<file path="src/rtl/io_port_unit.sv">
// Programmed-I/O port: INPR/OUTR registers with device valid/ready handshakes
// and the I/O flags seen by the control sequencer.
module io_port_unit #(
    parameter int WIDTH = 8,
    parameter int HOLD  = 2
) (
    input  logic             clk,
    input  logic             rst,
    input  logic [WIDTH-1:0] dev_in_data,
    input  logic             dev_in_valid,
    output logic             dev_in_ready,
    output logic [WIDTH-1:0] dev_out_data,
    output logic             dev_out_valid,
    input  logic             dev_out_ready,
    input  logic             inpr_read,
    input  logic             outr_write,
    input  logic [WIDTH-1:0] bus_in,
    output logic [WIDTH-1:0] bus_out,
    output logic             bus_out_en,
    output logic             I_flag,
    output logic             O_flag
);
    localparam int CW = $clog2(HOLD + 1);
    localparam logic [CW-1:0] HOLD_C = CW'(HOLD);
    localparam logic [CW-1:0] ONE    = CW'(1);

    typedef enum logic [1:0] {IN_EMPTY, IN_FULL, IN_DRAIN} in_state_t;
    typedef enum logic [1:0] {OUT_EMPTY, OUT_HOLD, OUT_FULL} out_state_t;

    in_state_t        in_state, in_next;
    logic [CW-1:0]    in_cnt, in_cnt_next;
    logic [WIDTH-1:0] inpr, inpr_next;

    out_state_t       out_state, out_next;
    logic [CW-1:0]    out_cnt, out_cnt_next;
    logic [WIDTH-1:0] outr, outr_next;
    // Remembers a consumption that happened while the flag hold was still running.
    logic             done, done_next;

    always_ff @(posedge clk or negedge rst) begin
        if (!rst) begin
            in_state  <= IN_EMPTY;
            in_cnt    <= '0;
            inpr      <= '0;
            out_state <= OUT_EMPTY;
            out_cnt   <= '0;
            outr      <= '0;
            done      <= 1'b0;
        end else begin
            in_state  <= in_next;
            in_cnt    <= in_cnt_next;
            inpr      <= inpr_next;
            out_state <= out_next;
            out_cnt   <= out_cnt_next;
            outr      <= outr_next;
            done      <= done_next;
        end
    end

    always_comb begin
        in_next      = in_state;
        in_cnt_next  = in_cnt;
        inpr_next    = inpr;
        dev_in_ready = 1'b0;
        I_flag       = 1'b0;
        case (in_state)
            IN_EMPTY: begin
                dev_in_ready = 1'b1;
                if (dev_in_valid) begin
                    inpr_next = dev_in_data;
                    in_next   = IN_FULL;
                end
            end
            IN_FULL: begin
                I_flag = 1'b1;
                if (inpr_read) begin
                    in_cnt_next = HOLD_C;
                    in_next     = IN_DRAIN;
                end
            end
            IN_DRAIN: begin
                I_flag = 1'b1;
                if (in_cnt == '0) in_next = IN_EMPTY;
                else              in_cnt_next = in_cnt - ONE;
            end
            default: in_next = IN_EMPTY;
        endcase
    end

    always_comb begin
        out_next      = out_state;
        out_cnt_next  = out_cnt;
        outr_next     = outr;
        done_next     = done;
        dev_out_valid = 1'b0;
        O_flag        = 1'b0;
        case (out_state)
            OUT_EMPTY: begin
                O_flag = 1'b1;
                if (outr_write) begin
                    outr_next    = bus_in;
                    out_cnt_next = HOLD_C;
                    done_next    = 1'b0;
                    out_next     = OUT_HOLD;
                end
            end
            OUT_HOLD: begin
                O_flag        = 1'b1;
                dev_out_valid = 1'b1;
                if (dev_out_ready) done_next = 1'b1;
                if (out_cnt == '0)
                    out_next = (done || dev_out_ready) ? OUT_EMPTY : OUT_FULL;
                else
                    out_cnt_next = out_cnt - ONE;
            end
            OUT_FULL: begin
                dev_out_valid = 1'b1;
                if (dev_out_ready) out_next = OUT_EMPTY;
            end
            default: out_next = OUT_EMPTY;
        endcase
    end

    assign bus_out_en   = inpr_read;
    assign bus_out      = inpr_read ? inpr : '0;
    assign dev_out_data = outr;

endmodule

</file>
<file path="config.mk">
export PLATFORM = sky130hd
export DESIGN_NAME = io_port_unit
export DESIGN_NICKNAME = d
export VERILOG_FILES = /design/src/rtl/io_port_unit.sv
export SDC_FILE = /design/constraint.sdc
export NUM_CORES = 1
export LEC_CHECK = 0
export ABC_AREA = 1
export CAP_MARGIN = 20
export CORE_ASPECT_RATIO = 1.2
export CORE_MARGIN = 1.5
export CORE_UTILIZATION = 50
export DETAILED_ROUTE_END_ITERATION = 10
export HOLD_SLACK_MARGIN = 0.02
export PLACE_DENSITY = 0.85
export SYNTH_ARGS = -nofsm -noshare
export SYNTH_HDL_FRONTEND = slang
export SYNTH_SLANG_ARGS = --single-unit
export TNS_END_PERCENT = 50
</file>
<file path="constraint.sdc">
create_clock -name clk -period 2.6 [get_ports clk]
set_clock_uncertainty 0.2 [all_clocks]
set_input_delay 0.78 -clock clk [delete_from_list [all_inputs] [get_ports clk]]
set_output_delay 0.78 -clock clk [all_outputs]
set_load 0.02 [all_outputs]
</file>
==> results.json <==
{
  "synthFlopType": "dfrtp_1",
  "grt_usage_pct": 20.9,
  "min_path_cells": 2,
  "finalHoldViolations": 0,
  "hold_end": "dev_out_data[0]",
  "routed_via_density": 4.95,
  "wl_um": 2910,
  "yosysUniqueCellTypes": 16,
  "antenna_left": 0,
  "yosys_register_bits": 25,
  "path_buf_inv": 3,
  "final_common_cell": "nand2_1",
  "relSlewSlack_pct": 78.4,
  "vias": 1272,
  "place_area_mm2": 0.00184,
  "r2r_slack_ps": 980,
  "slew_viol_final": 0,
  "drc": 0,
  "drt_pass1_iterations": 4,
  "path_class": "in2out",
  "die_y_um": 60.8,
  "final_area_mm2": 0.00185,
  "max_freq_mhz": 400,
  "post-route-util_pct": 71.9,
  "crit_required_ps": 1620,
  "num_io_pins": 43,
  "drtIter0Drc": 36,
  "tritoncts": "yes",
  "place.gp.congestion": 0.781,
  "synthCells": 179,
  "worstHoldStart": "dev_out_data[0]",
  "critPathArrivalTime_ps": 1520,
  "slowest_delay_ps": 320,
  "grt_first_pass_wirelength_um": 4950,
  "insertion_delay_ps": 330,
  "synth_enable_flop_cells": 0,
  "wl_per_cell_um": 11.3,
  "die_x_um": 51.2,
  "timing.rr.end": "dev_out_data[3]",
  "post_synth.cell_area_avg_um2": 7.78,
  "syn2layout_area_growth_pct": 33.1,
  "grt_max_degree": 26,
  "dp_cells": 253,
  "rows": 20,
  "layout-drive-gt1-share_pct": 7.59,
  "reg2regPathDepth": 6,
  "holdWs_ps": 293,
  "status": "completed",
  "slowest_stage": "dlygate4sd2_1",
  "clock_sinks": 25,
  "vdd_drop_max_v": 0.000720,
  "period_share_pct": 96.1,
  "fin_nets": 258,
  "overflow": 0,
  "cts.reportedPaths.clkPinSlew_ps": 130,
  "synth_top_area_cell": "dfrtp_1",
  "crit_family": "buffers and inverters",
  "antenna_cells": 0,
  "setup_viol": 0,
  "clk_path_buf_depth": 2,
  "async_flop_share_pct": 100,
  "period_minus_slack_ps": 2500,
  "cp-start-kind": "primary input",
  "synth.area.top_cells": "dfrtp_1 45%, nand2_1 20%, ha_1 9.9%",
  "end_kind": "primary output",
  "htreeDepth": 1,
  "final_cell_mix": "73 x nand2_1, 28 x clkdlybuf4s50_1, 26 x inv_1",
  "crit_chain": "clkdlybuf4s15_2, nand2_1, inv_1, dlygate4sd2_1",
  "numCtsBuffers": 3,
  "r2r_start": "out_state[1]",
  "maxCapViolCount": 0,
  "cts_setup_buffers": 0,
  "syn_nets": 212,
  "hold_path.class": "reg2reg",
  "tightestPinTransition_ps": 324,
  "fp.coreArea_mm2": 0.00258,
  "yosysTopAreaCellShare_pct": 44.9,
  "yosysWarnings": 0,
  "dieArea_mm2": 0.00311,
  "synth_area_mm2": 0.00139,
  "yosysSeqAreaShare_pct": 44.9,
  "antenna_found_initial": 0,
  "rsz0062_at_grt": "no",
  "initial_core_util_pct": 54.0,
  "first_global_vias": 1225,
  "p_leak_nw": 1.08,
  "power.density_mw_per_mm2": 1080,
  "crit_path_max_fanout": 10,
  "portBuffers": 42,
  "hpwl_um": 2300,
  "finalNonFillerCells": 257,
  "cts-root-buf": "clkbuf_4"
}
## flip-flops by register name (all words and copies together) (netlist names)
register	count
inpr	8
out_cnt	2
done	1
in_cnt	2
dev_out_data	8
in_state	2
out_state	2
## per-stage QoR
stage | worst slack (ps) | TNS, ps | power [mW]
finish | 102 | 0 | 2.00
global route | 48.5 | 0 | 2.19
CTS | 11.9 | 0 | 2.03
detailed placement | -581 | -4850 | 1.91
global placement | -521 | -4590 | 1.84
floorplan | 533 | 0 | 1.46
## synthesized netlist by cell type (2+ instances only)
cell type and count:
nor2_1 4, buf_6 2, dfrtp_1 25, nand4_1 5, ha_1 11, nand2_4 2
buf_4 2, nand3_1 22, nand2_1 73, inv_1 26, buf_2 2
## kinds of logic (layout without fill, tap and decap cells)
group | count (synthesis) | in the layout | share of synthesized area (%)
AND/OR/NAND/NOR | 108 | 108 | 33.7
adder cells (fa/ha/maj) | 11 | 11 | 9.88
AO/OA/AOI/OAI | 1 | 1 | 0.359
buffers and inverters | 34 | 79 | 11.1
flip-flops | 25 | 25 | 44.9
## per-layer routing
metal | global-route usage (%) | vias up | wire, um
met1 | 23.0 | 592 | 1150
met4 | 7.72 | 0 | 54
met5 | 0 | - | 0
met2 | 41.0 | 39 | 1570
li1 | - | 634 | -
met3 | 2.22 | 7 | 132
## area by class of cell
| class | count | area (um2) |
|---|---|---|
| Timing Repair Buffer | 47 | 439 |
| Clock buffer | 3 | 22.5 |
| Clock inverter | 1 | 5.00 |
| Multi-Input combinational cell | 120 | 612 |
| Tap cell | 33 | 41.3 |
| Sequential cell | 25 | 626 |
| Fill cell | 203 | 724 |
| Inverter | 28 | 108 |
## tightest hold or removal path, cell delays in order (launching register included)
cell and delay (ps):
dfrtp_1 370, nand2_1 60, nand2_1 50
## power by group
| group | switching (mW) | leakage (nW) | total (mW) | internal [mW] |
|---|---|---|---|---|
| registers | 0.110 | 0.311 | 0.681 | 0.570 |
| logic | 0.685 | 0.747 | 1.15 | 0.463 |
| clock network | 0.117 | 0.0177 | 0.175 | 0.0578 |
| total | 0.913 | 1.08 | 2.00 | 1.09 |
## worst max path at each step
stage | slack, ps | cells after the start | endpoint | start
final | 100 | 4 | bus_out[5] | inpr_read
after global routing | 50 | 5 | O_flag | out_state[1]
after CTS | 10 | 5 | O_flag | out_state[1]
after detailed placement | -580 | 4 | bus_out[5] | inpr_read
after global placement | -520 | 4 | bus_out[1] | inpr_read
after floorplan | 530 | 3 | bus_out[4] | inpr_read
## repair_timing
action,4_1_cts,5_1_grt
hold buffers,0,0
pin swaps,0,0
endpoints found under the setup margin,13,1
resized for setup,17,1
(Power assumes the default switching activity.)
